**src/rtl/tensor_core_pkg.sv**
```systemverilog
// Shared tensor-core definitions: fetch FSM states and SRAM geometry defaults.
package tensor_core_pkg;

    localparam int DEF_DATA_WIDTH = 8;
    localparam int DEF_ADDR_WIDTH = 4;

    typedef enum logic [1:0] {
        IDLE,
        READ,
        DRAIN,
        OUT
    } fetch_state_t;

    // Width of an index that counts 0..n-1 (at least one bit).
    function automatic int idx_width(input int n);
        return (n > 1) ? $clog2(n) : 1;
    endfunction

endpackage

```
**src/rtl/vec_fetch_if.sv**
```systemverilog
// Bus bundle of vec_fetch: command, SRAM read port and vector stream.
interface vec_fetch_if
    import tensor_core_pkg::*;
#(
    parameter int DATA_WIDTH = DEF_DATA_WIDTH,
    parameter int ADDR_WIDTH = DEF_ADDR_WIDTH,
    parameter int LANES      = 4,
    parameter int CNT_WIDTH  = 8
);
    logic                        start;
    logic [ADDR_WIDTH-1:0]       base_addr;
    logic [CNT_WIDTH-1:0]        vec_count;
    logic                        busy;
    logic                        done;
    logic                        sram_cs;
    logic                        sram_we;
    logic [ADDR_WIDTH-1:0]       sram_addr;
    logic [DATA_WIDTH-1:0]       sram_dout;
    logic                        vec_valid;
    logic                        vec_ready;
    logic [LANES*DATA_WIDTH-1:0] vec_data;
    logic                        vec_last;

    modport master (
        input  start, base_addr, vec_count, sram_dout, vec_ready,
        output busy, done, sram_cs, sram_we, sram_addr, vec_valid, vec_data, vec_last
    );

    modport slave (
        output start, base_addr, vec_count, sram_dout, vec_ready,
        input  busy, done, sram_cs, sram_we, sram_addr, vec_valid, vec_data, vec_last
    );

endinterface

```
**src/rtl/vec_pack_reg.sv**
```systemverilog
// Lane-indexed byte packer: each write fills the next lane of the vector word.
module vec_pack_reg
    import tensor_core_pkg::*;
#(
    parameter int DATA_WIDTH = DEF_DATA_WIDTH,
    parameter int LANES      = 4
) (
    input  logic                        clk,
    input  logic                        rst_n,
    input  logic                        clr,
    input  logic                        we,
    input  logic [DATA_WIDTH-1:0]       din,
    output logic [LANES*DATA_WIDTH-1:0] data
);
    localparam int IW = idx_width(LANES);

    logic [IW-1:0] rd_lane;

    // clr only rewinds the lane index; held data stays visible until overwritten.
    always_ff @(posedge clk or negedge rst_n) begin
        if (!rst_n) begin
            data    <= '0;
            rd_lane <= '0;
        end else if (clr) begin
            rd_lane <= '0;
        end else if (we) begin
            for (int unsigned k = 0; k < LANES; k++) begin
                if (rd_lane == IW'(k))
                    data[k*DATA_WIDTH +: DATA_WIDTH] <= din;
            end
            rd_lane <= (rd_lane == IW'(LANES - 1)) ? '0 : rd_lane + 1'b1;
        end
    end

endmodule

```
**src/rtl/vec_fetch.sv**
```systemverilog
// SRAM read sequencer: fetches LANES bytes per vector and streams packed vectors.
module vec_fetch
    import tensor_core_pkg::*;
#(
    parameter int DATA_WIDTH = DEF_DATA_WIDTH,
    parameter int ADDR_WIDTH = DEF_ADDR_WIDTH,
    parameter int LANES      = 4,
    parameter int CNT_WIDTH  = 8
) (
    input logic        clk,
    input logic        rst_n,
    vec_fetch_if.master bus
);
    localparam int RW = idx_width(LANES);

    fetch_state_t                state;
    logic [ADDR_WIDTH-1:0]       addr_q;
    logic [CNT_WIDTH-1:0]        remaining;
    logic [RW-1:0]               rd_cnt;
    logic                        rd_pend;
    logic                        pack_clr;
    logic                        busy_q;
    logic                        done_q;
    logic                        cs_q;
    logic                        valid_q;
    logic                        last_q;
    logic [LANES*DATA_WIDTH-1:0] pack_data;

    always_ff @(posedge clk or negedge rst_n) begin
        if (!rst_n) begin
            state     <= IDLE;
            addr_q    <= '0;
            remaining <= '0;
            rd_cnt    <= '0;
            rd_pend   <= 1'b0;
            pack_clr  <= 1'b0;
            busy_q    <= 1'b0;
            done_q    <= 1'b0;
            cs_q      <= 1'b0;
            valid_q   <= 1'b0;
            last_q    <= 1'b0;
        end else begin
            done_q   <= 1'b0;
            pack_clr <= 1'b0;
            rd_pend  <= cs_q;
            case (state)
                IDLE: begin
                    if (bus.start) begin
                        if (bus.vec_count != '0) begin
                            state     <= READ;
                            busy_q    <= 1'b1;
                            cs_q      <= 1'b1;
                            addr_q    <= bus.base_addr;
                            remaining <= bus.vec_count;
                            rd_cnt    <= '0;
                            pack_clr  <= 1'b1;
                        end else begin
                            done_q <= 1'b1;
                        end
                    end
                end
                READ: begin
                    // addr_q also advances on the last read so the next vector resumes there
                    addr_q <= addr_q + 1'b1;
                    if (rd_cnt == RW'(LANES - 1)) begin
                        cs_q  <= 1'b0;
                        state <= DRAIN;
                    end else begin
                        rd_cnt <= rd_cnt + 1'b1;
                    end
                end
                DRAIN: begin
                    state   <= OUT;
                    valid_q <= 1'b1;
                    last_q  <= (remaining == CNT_WIDTH'(1));
                end
                OUT: begin
                    if (bus.vec_ready) begin
                        valid_q   <= 1'b0;
                        last_q    <= 1'b0;
                        remaining <= remaining - 1'b1;
                        if (remaining == CNT_WIDTH'(1)) begin
                            state  <= IDLE;
                            busy_q <= 1'b0;
                            done_q <= 1'b1;
                        end else begin
                            state    <= READ;
                            cs_q     <= 1'b1;
                            rd_cnt   <= '0;
                            pack_clr <= 1'b1;
                        end
                    end
                end
                default: state <= IDLE;
            endcase
        end
    end

    vec_pack_reg #(
        .DATA_WIDTH (DATA_WIDTH),
        .LANES      (LANES)
    ) u_pack (
        .clk   (clk),
        .rst_n (rst_n),
        .clr   (pack_clr),
        .we    (rd_pend),
        .din   (bus.sram_dout),
        .data  (pack_data)
    );

    assign bus.busy      = busy_q;
    assign bus.done      = done_q;
    assign bus.sram_cs   = cs_q;
    assign bus.sram_we   = 1'b0;
    assign bus.sram_addr = addr_q;
    assign bus.vec_valid = valid_q;
    assign bus.vec_data  = pack_data;
    assign bus.vec_last  = last_q;

endmodule

```
**src/flat_wrapper.sv**
```systemverilog
// flat-port wrapper written by rule: the top's interface ports become plain ports
module vec_fetch_flat import tensor_core_pkg::*;
#(
    parameter int DATA_WIDTH = DEF_DATA_WIDTH,
    parameter int ADDR_WIDTH = DEF_ADDR_WIDTH,
    parameter int LANES      = 4,
    parameter int CNT_WIDTH  = 8
)
  (clk, rst_n, bus_start, bus_base_addr, bus_vec_count, bus_sram_dout, bus_vec_ready, bus_busy, bus_done, bus_sram_cs, bus_sram_we, bus_sram_addr, bus_vec_valid, bus_vec_data, bus_vec_last);
  vec_fetch_if #(.DATA_WIDTH(DATA_WIDTH), .ADDR_WIDTH(ADDR_WIDTH), .LANES(LANES), .CNT_WIDTH(CNT_WIDTH)) bus_i ();
  input logic clk;
  input logic rst_n;
  input wire logic [$bits(bus_i.start)-1:0] bus_start;
  input wire logic [$bits(bus_i.base_addr)-1:0] bus_base_addr;
  input wire logic [$bits(bus_i.vec_count)-1:0] bus_vec_count;
  input wire logic [$bits(bus_i.sram_dout)-1:0] bus_sram_dout;
  input wire logic [$bits(bus_i.vec_ready)-1:0] bus_vec_ready;
  output wire logic [$bits(bus_i.busy)-1:0] bus_busy;
  output wire logic [$bits(bus_i.done)-1:0] bus_done;
  output wire logic [$bits(bus_i.sram_cs)-1:0] bus_sram_cs;
  output wire logic [$bits(bus_i.sram_we)-1:0] bus_sram_we;
  output wire logic [$bits(bus_i.sram_addr)-1:0] bus_sram_addr;
  output wire logic [$bits(bus_i.vec_valid)-1:0] bus_vec_valid;
  output wire logic [$bits(bus_i.vec_data)-1:0] bus_vec_data;
  output wire logic [$bits(bus_i.vec_last)-1:0] bus_vec_last;
  assign bus_i.start = bus_start;
  assign bus_i.base_addr = bus_base_addr;
  assign bus_i.vec_count = bus_vec_count;
  assign bus_i.sram_dout = bus_sram_dout;
  assign bus_i.vec_ready = bus_vec_ready;
  assign bus_busy = bus_i.busy;
  assign bus_done = bus_i.done;
  assign bus_sram_cs = bus_i.sram_cs;
  assign bus_sram_we = bus_i.sram_we;
  assign bus_sram_addr = bus_i.sram_addr;
  assign bus_vec_valid = bus_i.vec_valid;
  assign bus_vec_data = bus_i.vec_data;
  assign bus_vec_last = bus_i.vec_last;
  vec_fetch #(.DATA_WIDTH(DATA_WIDTH), .ADDR_WIDTH(ADDR_WIDTH), .LANES(LANES), .CNT_WIDTH(CNT_WIDTH)) u_core (.clk(clk), .rst_n(rst_n), .bus(bus_i));
endmodule
```
**config.mk**
```make
export PLATFORM = sky130hd
export DESIGN_NAME = vec_fetch_flat
export DESIGN_NICKNAME = d
export VERILOG_FILES = /design/src/rtl/tensor_core_pkg.sv /design/src/rtl/vec_fetch_if.sv /design/src/rtl/vec_pack_reg.sv /design/src/rtl/vec_fetch.sv /design/src/flat_wrapper.sv
export SDC_FILE = /design/constraint.sdc
export NUM_CORES = 1
export LEC_CHECK = 0
export ABC_AREA = 1
export BUFFER_PORTS_ARGS = -buffer_cell sky130_fd_sc_hd__buf_2
export CELL_PAD_IN_SITES_DETAIL_PLACEMENT = 1
export CELL_PAD_IN_SITES_GLOBAL_PLACEMENT = 1
export CORE_MARGIN = 2
export CORE_UTILIZATION = 42
export DETAILED_ROUTE_END_ITERATION = 10
export GPL_TIMING_DRIVEN = 0
export PLACE_DENSITY_LB_ADDON = 0.25
export SYNTH_ARGS = -nofsm -noshare
export SYNTH_HDL_FRONTEND = slang
export SYNTH_SLANG_ARGS = --single-unit
export TNS_END_PERCENT = 10
```
**constraint.sdc**
```tcl
create_clock -name clk -period 4.46 [get_ports clk]
set_clock_uncertainty 0.15 [all_clocks]
set_input_delay 0.446 -clock clk [delete_from_list [all_inputs] [get_ports clk]]
set_output_delay 0.446 -clock clk [all_outputs]
set_load 0.02 [all_outputs]
```
==> impl_metrics.tcl <==
set metrics [dict create \
    outcome "completed" \
    cp.required_ns 4.53 \
    grt_pass1_vias 2645 \
    routed_wl_um 7470 \
    cts-root-buf "clkbuf_8" \
    seqPwrFrac_pct 33.3 \
    syn-instance-count 349 \
    p_clk_share_pct 15.5 \
    crit_arrival_ns 2.04 \
    core_area_um2 6680 \
    layout-drive-gt1-share_pct 24.0 \
    crit_buf_inv 2 \
    nets 461 \
    cts_tree "done" \
    fin_area_um2 3460 \
    p_sw_mw 1.34 \
    die_h_um 86.5 \
    fin_crit_sh_pct 44.2 \
    synth_warnings 0 \
    antenna_cells 0 \
    wl_per_cell_um 14.7 \
    cts.hold.buffers_added 0 \
    rsz0062_at_grt "false" \
    dpl_cell_area_um2 3280 \
    async_reset_ff_share_pct 100 \
    drt_iter0_markers 127 \
    synthFlopType "dfrtp_1" \
    relSlewSlack_pct 50.7 \
    drv_cap 0 \
    dp_hpwl_um 5600 \
    reg2reg_depth 9 \
    swShare_pct 47.9 \
    hold_ws_ns 0.00717 \
    syn2layout_area_growth_pct 21.1 \
    cpLargestDelayFamily "simple AND/OR/NAND/NOR gates" \
    cp-startpoint "u_core.state[0]" \
    avgViaCountPerCell 5.00 \
    ir_drop_mv 0.338 \
    multi_input_area_um2 1230 \
    clock-sinks 57 \
    vias 2543 \
    ant_nets 0 \
    cts_setup_buffers 0 \
    start_util_pct 42.8 \
    drc 0 \
    hp-class "in2async" \
    timing.final.ws_setup_ns 2.49 \
    min_period_ns 1.97 \
    mappedNetlistArea_um2 2860 \
    post-place-ws_ns 2.51 \
    placementRows 30 \
    setup_tns_ns 0 \
    tightest_slew_ns 0.739 \
    synth-seq-area-share_pct 49.9 \
    grt_usage_pct 21.8 \
    rrSetupSlack_ns 2.49 \
    clockBufferDepth 2 \
    syn_area_per_cell_um2 8.19 \
    slew_viol_final 0 \
    synth-seq-cells 57 \
    cts_repair_resize_count 0 \
    register_area_um2 1430 \
    r2r_start "u_core.state[0]" \
    cts.clk_slew.worst_paths_ns 0.07 \
    hold_viol 0 \
    die_w_um 86.5 \
    cp.depth 9 \
    power.density_nw_per_um2 809 \
    syn_nets 386 \
    htree_levels 3 \
    yosysUniqueCellTypes 27 \
    endpoint "u_core.state[0]" \
    p_leak_nw 1.91 \
    first_pass_iters 4 \
    ios 66 \
    slowest_delay_ns 0.42 \
    cp_max_fo 8 \
    pwr-share-comb_pct 51.2 \
    crit_path_top_delay_cell "dfrtp_1" \
    grt_pass1_wl_um 12800 \
    worst_path_most_repeated_cell "nand2_1" \
    setup_viol 0 \
    power.internal_mw 1.46 \
    gp_congestion 0.790 \
    cts_made_buffers 9 \
    cp_cell_sequence "inv_1, ha_1, buf_6, nand2_1, nand2_2, nor2_1, nand2_1, o21ai_0, nand2_1" \
    r2r-end "u_core.state[0]" \
    fillers 848 \
    grt_max_degree 58 \
    power.total_mw 2.80 \
    synth_edf_count 0 \
    cp-end-kind "flop" \
    worst-setup-path-type "reg2reg" \
    max_freq_mhz 508 \
    antenna_found_initial 0 \
    worstSetupStartpointType "flop" \
    numPortBuffers 64 \
    die_area_um2 7480 \
    clk-insertion-delay-late_ns 0.34 \
    gr-total-overflow 0 \
]
power groups by stage:
stage,clock (mW),sequential (mW),combinational [mW]
6_report,0.435,0.932,1.43
5_1_grt,0.469,0.969,1.63
3_3_place_gp,0,0.927,1.37
4_1_cts,0.446,0.934,1.46
3_5_place_dp,0,0.942,1.44
2_1_floorplan,0,1.12,0.793
synthesized netlist by cell type, types with 2 or more instances:
cell	number	area [um^2]
inv_1	36	135
nand2_4	2	22.5
nor2_4	3	33.8
nor2_1	21	78.8
ha_1	13	163
o21ai_2	5	43.8
nor2_2	2	12.5
o211ai_1	2	15.0
nand4_1	7	43.8
o21ai_0	43	215
nand2_2	4	25.0
nand2_1	119	447
a21oi_1	4	20.0
clkbuf_1	5	18.8
nand3_1	15	75.1
dfrtp_1	57	1430
flip-flops by register name, indices dropped and copies added, names as in the netlist:
name and cells:
u_core.bus.busy 1, u_core.bus.done 1, u_core.bus.sram_addr 4, u_core.bus.sram_cs 1, u_core.bus.vec_last 1, u_core.bus.vec_valid 1, u_core.pack_clr 1, u_core.rd_cnt 2
u_core.rd_pend 1, u_core.remaining 8, u_core.state 2, u_core.u_pack.data 32, u_core.u_pack.rd_lane 2
layer usage:
metal,GRT usage [%],routed length (um)
met5,0,0
met2,36.6,3710
met1,28.7,3430
met4,7.95,91
met3,3.24,243
area by class of cell:
class | instances | share of cell area (%)
flip-flops and latches | 57 | 41.2
multi-input cells | 245 | 35.5
well taps | 80 | 2.89
repair buffers | 64 | 9.32
clock inverters | 6 | 1.26
plain buffers | 9 | 1.66
clock buffers | 10 | 3.98
inverters | 38 | 4.16
through the flow:
stage | instances | util (%)
after floorplan | 349 | -
after global placement | 493 | 49.1
after detailed placement | 493 | 49.1
after CTS | 509 | 51.8
after global routing | 509 | 51.8
final | 509 | 51.8
kinds of logic after synthesis:
| family | Yosys count | share of synthesized area, % |
|---|---|---|
| adders and majority gates | 13 | 5.69 |
| DFF | 57 | 49.9 |
| and+or+nand+nor | 175 | 26.3 |
| xor gates and xnor gates | 1 | 0.307 |
| buffers and inverters | 47 | 7.05 |
| AOI/OAI and AO/OA | 55 | 10.6 |
| other | 1 | 0.131 |
worst min-delay path by stage:
stage                            start                 endpoint  slack [ns]
floorplan                        rst_n          u_core.bus.busy      0.0004
global placement    u_core.bus.sram_cs           u_core.rd_pend        0.27
detailed placement  u_core.bus.sram_cs           u_core.rd_pend        0.28
CTS                   bus_base_addr[1]  u_core.bus.sram_addr[1]        0.24
global route                     rst_n      u_core.remaining[4]        0.08
finish                           rst_n      u_core.remaining[4]       0.007
layout by cell type (no fill, tap or decap), drive strengths merged, types with 2 or more instances in the layout:
cell type,n
o211ai,2
a21oi,4
nand4,7
nor2,26
nand3,15
buf,68
nand2,125
o21ai,48
clkbuf,15
dfrtp,57
clkinvlp,4
clkinv,3
inv,37
ha,13
No activity file was read; power rests on OpenSTA's default activity.
